File: src/rtl/core_seq_ctrl.sv
// core_seq_ctrl: autonomous L0/xmem instruction sequencer for the kij loop.
// Walks every kernel position through weight load, gap, activation load and
// drain, then issues one accumulation readout and a done pulse.
//
// Optional feature macro: SEQ_ABORT_EN (adds the abort input).
//
// Ports
//   clk, reset          clock / synchronous active-high reset
//   start, stall        sequence start (IDLE only) / L0 backpressure
//   cfg_*               run configuration, latched on an accepted start
//   abort               (SEQ_ABORT_EN only) return to IDLE without done
//   CEN_xmem, WEN_xmem  xmem chip/write enables, active-low
//   A_xmem, inst_w      xmem address and L0 instruction (01 kernel, 10 act)
//   kij, is_os          current kernel position / latched OS mode
//   readout_start, done one-cycle pulses; busy high outside IDLE
module core_seq_ctrl #(
    parameter int unsigned COL       = 8,
    parameter int unsigned ADDR_W    = 11,
    parameter int unsigned CNT_W     = 8,
    parameter int unsigned GAP_CYC   = 10,
    parameter int unsigned DRAIN_CYC = 30
) (
    input  logic              clk,
    input  logic              reset,
    input  logic              start,
    input  logic              stall,
    input  logic [3:0]        cfg_len_kij,
    input  logic [CNT_W-1:0]  cfg_len_nij,
    input  logic [CNT_W-1:0]  cfg_len_onij,
    input  logic [ADDR_W-1:0] cfg_x_base,
    input  logic [ADDR_W-1:0] cfg_w_base,
    input  logic              cfg_is_os,
`ifdef SEQ_ABORT_EN
    input  logic              abort,
`endif
    output logic              CEN_xmem,
    output logic              WEN_xmem,
    output logic [ADDR_W-1:0] A_xmem,
    output logic [1:0]        inst_w,
    output logic [3:0]        kij,
    output logic              is_os,
    output logic              readout_start,
    output logic              busy,
    output logic              done
);

    localparam int unsigned W_COL = $clog2(COL + 1);
    localparam int unsigned W_GAP = $clog2(GAP_CYC + 1);
    localparam int unsigned W_DRN = $clog2(DRAIN_CYC + 1);
    localparam int unsigned W_A   = (CNT_W > W_COL) ? CNT_W : W_COL;
    localparam int unsigned W_B   = (W_GAP > W_DRN) ? W_GAP : W_DRN;
    localparam int unsigned W_CNT = (W_A > W_B) ? W_A : W_B;

    localparam logic [W_CNT-1:0] C_COL_LAST = W_CNT'(COL - 1);
    localparam logic [W_CNT-1:0] C_GAP_LAST = W_CNT'(GAP_CYC - 1);
    localparam logic [W_CNT-1:0] C_DRN_LAST = W_CNT'(DRAIN_CYC - 1);

    typedef enum logic [2:0] {
        S_IDLE, S_WLOAD, S_WGAP, S_XLOAD, S_DRAIN, S_RDOUT, S_DONE
    } state_t;

    state_t             r_state, w_state;
    logic [W_CNT-1:0]   r_cnt, w_cnt;
    logic               r_sup, w_sup;       // current load cycle is a stall bubble
    logic [3:0]         r_kij, w_kij;
    logic [ADDR_W-1:0]  r_waddr, w_waddr;   // runs across kij: base + kij*COL + t
    logic [ADDR_W-1:0]  r_xaddr, w_xaddr;

    logic [3:0]         r_len_kij, w_len_kij;
    logic [CNT_W-1:0]   r_len_nij, w_len_nij;
    logic [CNT_W-1:0]   r_len_onij, w_len_onij;
    logic [ADDR_W-1:0]  r_x_base, w_x_base;
    logic               r_is_os, w_is_os;

    logic               r_cen, w_cen_o;
    logic [1:0]         r_inst, w_inst_o;
    logic [ADDR_W-1:0]  r_addr, w_addr_o;
    logic [3:0]         r_kij_o;
    logic               r_is_os_o;
    logic               r_rs, w_rs_o;
    logic               r_busy, w_busy_o;
    logic               r_done, w_done_o;
    logic               w_abort;

`ifdef SEQ_ABORT_EN
    assign w_abort = abort;
`else
    assign w_abort = 1'b0;
`endif

    // State, counters and latched configuration
    always_ff @(posedge clk) begin
        if (reset) begin
            r_state    <= S_IDLE;
            r_cnt      <= '0;
            r_sup      <= 1'b0;
            r_kij      <= '0;
            r_waddr    <= '0;
            r_xaddr    <= '0;
            r_len_kij  <= '0;
            r_len_nij  <= '0;
            r_len_onij <= '0;
            r_x_base   <= '0;
            r_is_os    <= 1'b0;
        end else begin
            r_state    <= w_state;
            r_cnt      <= w_cnt;
            r_sup      <= w_sup;
            r_kij      <= w_kij;
            r_waddr    <= w_waddr;
            r_xaddr    <= w_xaddr;
            r_len_kij  <= w_len_kij;
            r_len_nij  <= w_len_nij;
            r_len_onij <= w_len_onij;
            r_x_base   <= w_x_base;
            r_is_os    <= w_is_os;
        end
    end

    // Output registers: present the decode of the state held during the last cycle
    always_ff @(posedge clk) begin
        if (reset) begin
            r_cen     <= 1'b1;
            r_inst    <= 2'b00;
            r_addr    <= '0;
            r_kij_o   <= '0;
            r_is_os_o <= 1'b0;
            r_rs      <= 1'b0;
            r_busy    <= 1'b0;
            r_done    <= 1'b0;
        end else begin
            r_cen     <= w_cen_o;
            r_inst    <= w_inst_o;
            r_addr    <= w_addr_o;
            r_kij_o   <= r_kij;
            r_is_os_o <= r_is_os;
            r_rs      <= w_rs_o;
            r_busy    <= w_busy_o;
            r_done    <= w_done_o;
        end
    end

    // Next state, counters and next output values
    always_comb begin
        w_state    = r_state;
        w_cnt      = r_cnt;
        w_sup      = 1'b0;
        w_kij      = r_kij;
        w_waddr    = r_waddr;
        w_xaddr    = r_xaddr;
        w_len_kij  = r_len_kij;
        w_len_nij  = r_len_nij;
        w_len_onij = r_len_onij;
        w_x_base   = r_x_base;
        w_is_os    = r_is_os;
        w_cen_o    = 1'b1;
        w_inst_o   = 2'b00;
        w_addr_o   = r_addr;
        w_rs_o     = 1'b0;
        w_done_o   = 1'b0;
        w_busy_o   = (r_state != S_IDLE);

        case (r_state)
            S_IDLE: begin
                if (start) begin
                    w_len_kij  = cfg_len_kij;
                    w_len_nij  = cfg_len_nij;
                    w_len_onij = cfg_len_onij;
                    w_x_base   = cfg_x_base;
                    w_is_os    = cfg_is_os;
                    w_waddr    = cfg_w_base;
                    w_kij      = '0;
                    w_cnt      = '0;
                    w_state    = (cfg_len_kij == 4'd0) ? S_DONE : S_WLOAD;
                end
            end
            S_WLOAD: begin
                // A bubble holds counter and address so the word is re-issued
                if (!r_sup) begin
                    w_cen_o  = 1'b0;
                    w_inst_o = 2'b01;
                    w_addr_o = r_waddr;
                    w_waddr  = r_waddr + ADDR_W'(1);
                    if (r_cnt == C_COL_LAST) begin
                        w_state = S_WGAP;
                        w_cnt   = '0;
                    end else begin
                        w_cnt = r_cnt + W_CNT'(1);
                        w_sup = stall;
                    end
                end else begin
                    w_sup = stall;
                end
            end
            S_WGAP: begin
                if (r_cnt == C_GAP_LAST) begin
                    w_cnt   = '0;
                    w_xaddr = r_x_base;
                    w_state = (r_len_nij == '0) ? S_DRAIN : S_XLOAD;
                end else begin
                    w_cnt = r_cnt + W_CNT'(1);
                end
            end
            S_XLOAD: begin
                if (!r_sup) begin
                    w_cen_o  = 1'b0;
                    w_inst_o = 2'b10;
                    w_addr_o = r_xaddr;
                    w_xaddr  = r_xaddr + ADDR_W'(1);
                    if (r_cnt == W_CNT'(r_len_nij - CNT_W'(1))) begin
                        w_state = S_DRAIN;
                        w_cnt   = '0;
                    end else begin
                        w_cnt = r_cnt + W_CNT'(1);
                        w_sup = stall;
                    end
                end else begin
                    w_sup = stall;
                end
            end
            S_DRAIN: begin
                if (r_cnt == C_DRN_LAST) begin
                    w_cnt = '0;
                    if (r_kij == r_len_kij - 4'd1) begin
                        w_state = S_RDOUT;
                    end else begin
                        w_kij   = r_kij + 4'd1;
                        w_state = S_WLOAD;
                    end
                end else begin
                    w_cnt = r_cnt + W_CNT'(1);
                end
            end
            S_RDOUT: begin
                w_rs_o = (r_cnt == '0);
                if (r_cnt == W_CNT'(r_len_onij)) begin
                    w_cnt   = '0;
                    w_state = S_DONE;
                end else begin
                    w_cnt = r_cnt + W_CNT'(1);
                end
            end
            S_DONE: begin
                w_done_o = 1'b1;
                w_state  = S_IDLE;
            end
            default: begin
                w_state = S_IDLE;
            end
        endcase

        // Abort wins over everything except reset and leaves without any pulse
        if (w_abort && (r_state != S_IDLE)) begin
            w_state  = S_IDLE;
            w_cnt    = '0;
            w_sup    = 1'b0;
            w_cen_o  = 1'b1;
            w_inst_o = 2'b00;
            w_addr_o = r_addr;
            w_rs_o   = 1'b0;
            w_done_o = 1'b0;
            w_busy_o = 1'b0;
        end
    end

    assign CEN_xmem      = r_cen;
    assign WEN_xmem      = 1'b1;
    assign A_xmem        = r_addr;
    assign inst_w        = r_inst;
    assign kij           = r_kij_o;
    assign is_os         = r_is_os_o;
    assign readout_start = r_rs;
    assign busy          = r_busy;
    assign done          = r_done;

endmodule

File: config.mk
export PLATFORM = sky130hd
export DESIGN_NAME = core_seq_ctrl
export DESIGN_NICKNAME = d
export VERILOG_FILES = /design/src/rtl/core_seq_ctrl.sv
export SDC_FILE = /design/constraint.sdc
export NUM_CORES = 1
export LEC_CHECK = 0
export ABC_AREA = 0
export BUFFER_PORTS_ARGS = -buffer_cell sky130_fd_sc_hd__buf_4
export CORE_MARGIN = 5
export CORE_UTILIZATION = 44
export DETAILED_ROUTE_END_ITERATION = 6
export GPL_TIMING_DRIVEN = 0
export SLEW_MARGIN = 20
export SYNTH_ARGS = -nofsm -noshare
export SYNTH_HDL_FRONTEND = slang
export SYNTH_SLANG_ARGS = --single-unit
File: constraint.sdc
create_clock -name clk -period 4.18 [get_ports clk]
set_input_delay 0.209 -clock clk [delete_from_list [all_inputs] [get_ports clk]]
set_output_delay 0.209 -clock clk [all_outputs]
set_load 0.02 [all_outputs]
==> reports/summary.md <==
• 0 — number of max-slew violations in the final report
• 4390 — count of vias placed by the detailed router
• 16.5% — share of post-route cells with drive strength above 1
• 10 — maximum fanout encountered on the critical timing path
• 11.8 ps — setup clock skew after layout
• 58 — unique cell type count in the Yosys netlist
• 9 — number of buffers added by the clock tree synthesis step
• 0.223 mV — worst IR drop on VDD
• 591 — Cells after Synth
• 1029 — number of fill cells in the layout
• 18.8% — area growth from synthesis to layout
• 3220 uW — final total power
• 1470 ps — setup slack on the worst flop-to-flop path
• 671 ps — measured slew at the worst slew-check pin
• 725 — total number of nets in the final design
• 0.894 — Final GP Congestion
• 583 nW/um^2 — Pwr Density
• 0 — Hold Buf Count CTS
• 2710 ps — Period minus WS final
• 92 — #FFs+latches synth
• false — unrepaired setup endpoints after global routing
• 4660 um^2 — post-synthesis instance area
• 15.9 um — wire length per cell
• 0 — post-detailed-route count of antenna-violating nets
• r_len_nij[0] — FF-to-FF Start
• 647 — Post-Synthesis Net Count
• 113 um — Die H
• reg2reg — critical setup path kind
• 20.5% — total global-route track usage
• 0 — GR Overflow Total
• 12700 um^2 — Die Footprint
• 316 — number of DRC markers after the initial detailed-route iteration
• 370 ps — Worst-Skew Late Latency
• 5 — DRT Pass-1 Iters
• 92 — Num Clock Sinks
• 9 — logic depth of the worst register-to-register path
• 39.6% — fraction of the yosys area taken by sequential cells
• 0 — number of enable-type register cells in the synthesized netlist
• 0 — count of inserted antenna diode cells
• r_state[2] — worst reg2reg endpoint
• 0 — number of endpoints with negative hold slack in the final report
• flip-flop — kind of start point of the critical path
• 2 — buffer levels on the longest clock path
• 9.53 mm — HPWL Detailed
• 0 — count of endpoints failing setup in the final report
• 3 — number of stages on the worst hold path
• 0 — number of buffers added for setup after CTS
• 67 — port buffer count
• 0.00222 uW — cell leakage power
• 2570 um^2 — area of combinational cells with multiple inputs
• 0 — # resized after CTS
• 0 — max-cap viol count
• 7.88 um^2 — synthesized area divided by synthesized cell count
• 64.9% — final clock period utilization by the worst path
• 1840 um^2 — Sequential cell area
• flip-flop — kind of end point of the critical path
• 0 ps — Setup Total Neg Slack
• 0% — Post-synth ARST share
• 2970 ps — data arrival time of the worst path
• 5.42 — drt via density
• 45.1% — starting density of the core
• 37 — row count
• sky130_fd_sc_hd__nand2_1 — most common cell after layout, fill and taps aside
• 3 — H-tree depth
• 90 ps — Clock Pin Slew Worst Setup and Hold Paths
• yes — CTS tree
• 0.369 GHz — Max Clk Rate
• in2reg — type of the most critical hold path
• 70 — Top-Level Pins
• 4440 ps — required time at the endpoint of the critical path
• 55.3% — Slew headroom
• 0 — post-detailed-route DRC marker count
• sky130_fd_sc_hd__nand2_1 (119), sky130_fd_sc_hd__dfxtp_1 (92), sky130_fd_sc_hd__buf_4 (70) — highest-count cells in the layout ignoring fill and taps
• 4223 — via count of the first global-routing pass
• 113 um — Die Width
• 12.9 mm — Total Routed Length
• 0 — initial antenna violation count
• 21.2 mm — wire length of the first global-routing pass
• 0 — total number of yosys warnings
• cfg_x_base[5] — hold wc startpoint
• 10300 um^2 — Core Box Area
• sky130_fd_sc_hd__dfxtp_1 — dominant register cell in the synthesized netlist
• sky130_fd_sc_hd__clkbuf_8 — root buffer selected by CTS
• r_x_base[5] — hold path endpoint
• completed — outcome
• 53.6% — final cell utilization of the core
• 15 — pin count of the biggest net entering global routing
• r_len_nij[0] — Worst setup startpoint
==> cell usage after synthesis, types with 2 or more instances <==
master                     instances  area, um^2
sky130_fd_sc_hd__a211oi_1         14         105
sky130_fd_sc_hd__a21bo_2           2        20.0
sky130_fd_sc_hd__a21oi_1          49         245
sky130_fd_sc_hd__a22o_1            4        35.0
sky130_fd_sc_hd__a22oi_1          13        97.6
sky130_fd_sc_hd__a311oi_1          8        70.1
sky130_fd_sc_hd__and2_1            2        12.5
sky130_fd_sc_hd__and3_1           12        75.1
sky130_fd_sc_hd__buf_1             2        7.51
sky130_fd_sc_hd__buf_2             9        45.0
sky130_fd_sc_hd__buf_4             3        22.5
sky130_fd_sc_hd__clkbuf_1         29         109
sky130_fd_sc_hd__dfxtp_1          92        1840
sky130_fd_sc_hd__ha_1              9         113
sky130_fd_sc_hd__inv_1            13        48.8
sky130_fd_sc_hd__mux2i_1           9        90.1
sky130_fd_sc_hd__nand2_1         119         447
sky130_fd_sc_hd__nand2b_1          5        31.3
sky130_fd_sc_hd__nand3_1          15        75.1
sky130_fd_sc_hd__nand3b_1          5        37.5
sky130_fd_sc_hd__nand4_1           6        37.5
sky130_fd_sc_hd__nor2_1           51         191
sky130_fd_sc_hd__nor2b_1           8        50.1
sky130_fd_sc_hd__nor3_1            6        30.0
sky130_fd_sc_hd__nor4_1            5        31.3
sky130_fd_sc_hd__o21a_1            2        15.0
sky130_fd_sc_hd__o21ai_0          25         125
sky130_fd_sc_hd__o22ai_1           9        56.3
sky130_fd_sc_hd__o311ai_1          2        17.5
sky130_fd_sc_hd__o31ai_1           8        60.1
sky130_fd_sc_hd__or2_2             4        25.0
sky130_fd_sc_hd__or3_1             3        18.8
sky130_fd_sc_hd__xnor2_1          11        96.3
sky130_fd_sc_hd__xor2_1           13         114
==> critical path: stages (launching register included) <==
cell and delay [ps]:
sky130_fd_sc_hd__dfxtp_1 410, sky130_fd_sc_hd__inv_1 90, sky130_fd_sc_hd__ha_1 310, sky130_fd_sc_hd__xnor2_1 130
sky130_fd_sc_hd__a211oi_1 240, sky130_fd_sc_hd__o211ai_1 190, sky130_fd_sc_hd__o41ai_4 540, sky130_fd_sc_hd__nand3_4 230
sky130_fd_sc_hd__a2111o_1 390, sky130_fd_sc_hd__o41ai_1 70
==> metrics by stage <==
stage | std cells | hold slack [ps] | area (um^2) | setup WS, ps
floorplan | 591 | 345 | 4660 | 1820
global placement | 794 | 448 | 5330 | 1560
detailed placement | 794 | 449 | 5330 | 1510
CTS | 810 | 58.2 | 5530 | 1470
global route | 810 | 61.9 | 5530 | 1240
finish | 810 | 78.0 | 5530 | 1470
==> how the worst max path moves through the flow <==
stage / to / slack, ps / cells after the start
global route: r_state[2] / 1240 / 9
global placement: r_state[2] / 1560 / 9
finish: r_state[2] / 1470 / 9
detailed placement: r_state[2] / 1510 / 9
floorplan: r_state[2] / 1820 / 9
CTS: r_state[2] / 1470 / 9
==> state kept, by name (all words and copies together) (netlist names), 2 cells and up <==
register	cells
inst_w	2
r_xaddr	11
r_len_nij	8
r_cnt	8
r_state	3
kij	4
r_kij	4
r_waddr	11
r_x_base	11
r_len_onij	8
r_len_kij	4
A_xmem	11
==> layout make-up <==
type                            instances  area share [%]
Buffer                                 44            3.53
Clock buffer                           12            2.80
Clock inverter                          4           0.860
Inverter                               13           0.882
Multi-Input combinational cell        442            46.5
Sequential cell                        92            33.3
Tap cell                              136            3.08
Timing Repair Buffer                   67            9.09
==> power breakdown <==
part           leakage, uW  internal [uW]  switching, uW
logic              0.00137            506            868
clock network     0.000102            308            323
registers         0.000751           1060            164
==> metal layers <==
layer	vias up	routed length, um	track usage [%]
met5	-	0	0
met1	2030	6290	29.1
met4	0	219	8.73
li1	2223	-	-
met2	122	5730	31.4
met3	15	607	2.57
==> kinds of logic after synthesis <==
| kind of cell | share of synthesized area, % |
|---|---|
| multiplexers | 1.94 |
| AND/OR/NAND/NOR | 24.3 |
| flip-flops | 39.6 |
| buffers and inverters | 5.24 |
| adder cells (fa/ha/maj) | 2.42 |
| AO/OA/AOI/OAI | 22.0 |
| other | 0.0805 |
| XOR/XNOR | 4.51 |
No activity file was read; power rests on OpenSTA's default activity.
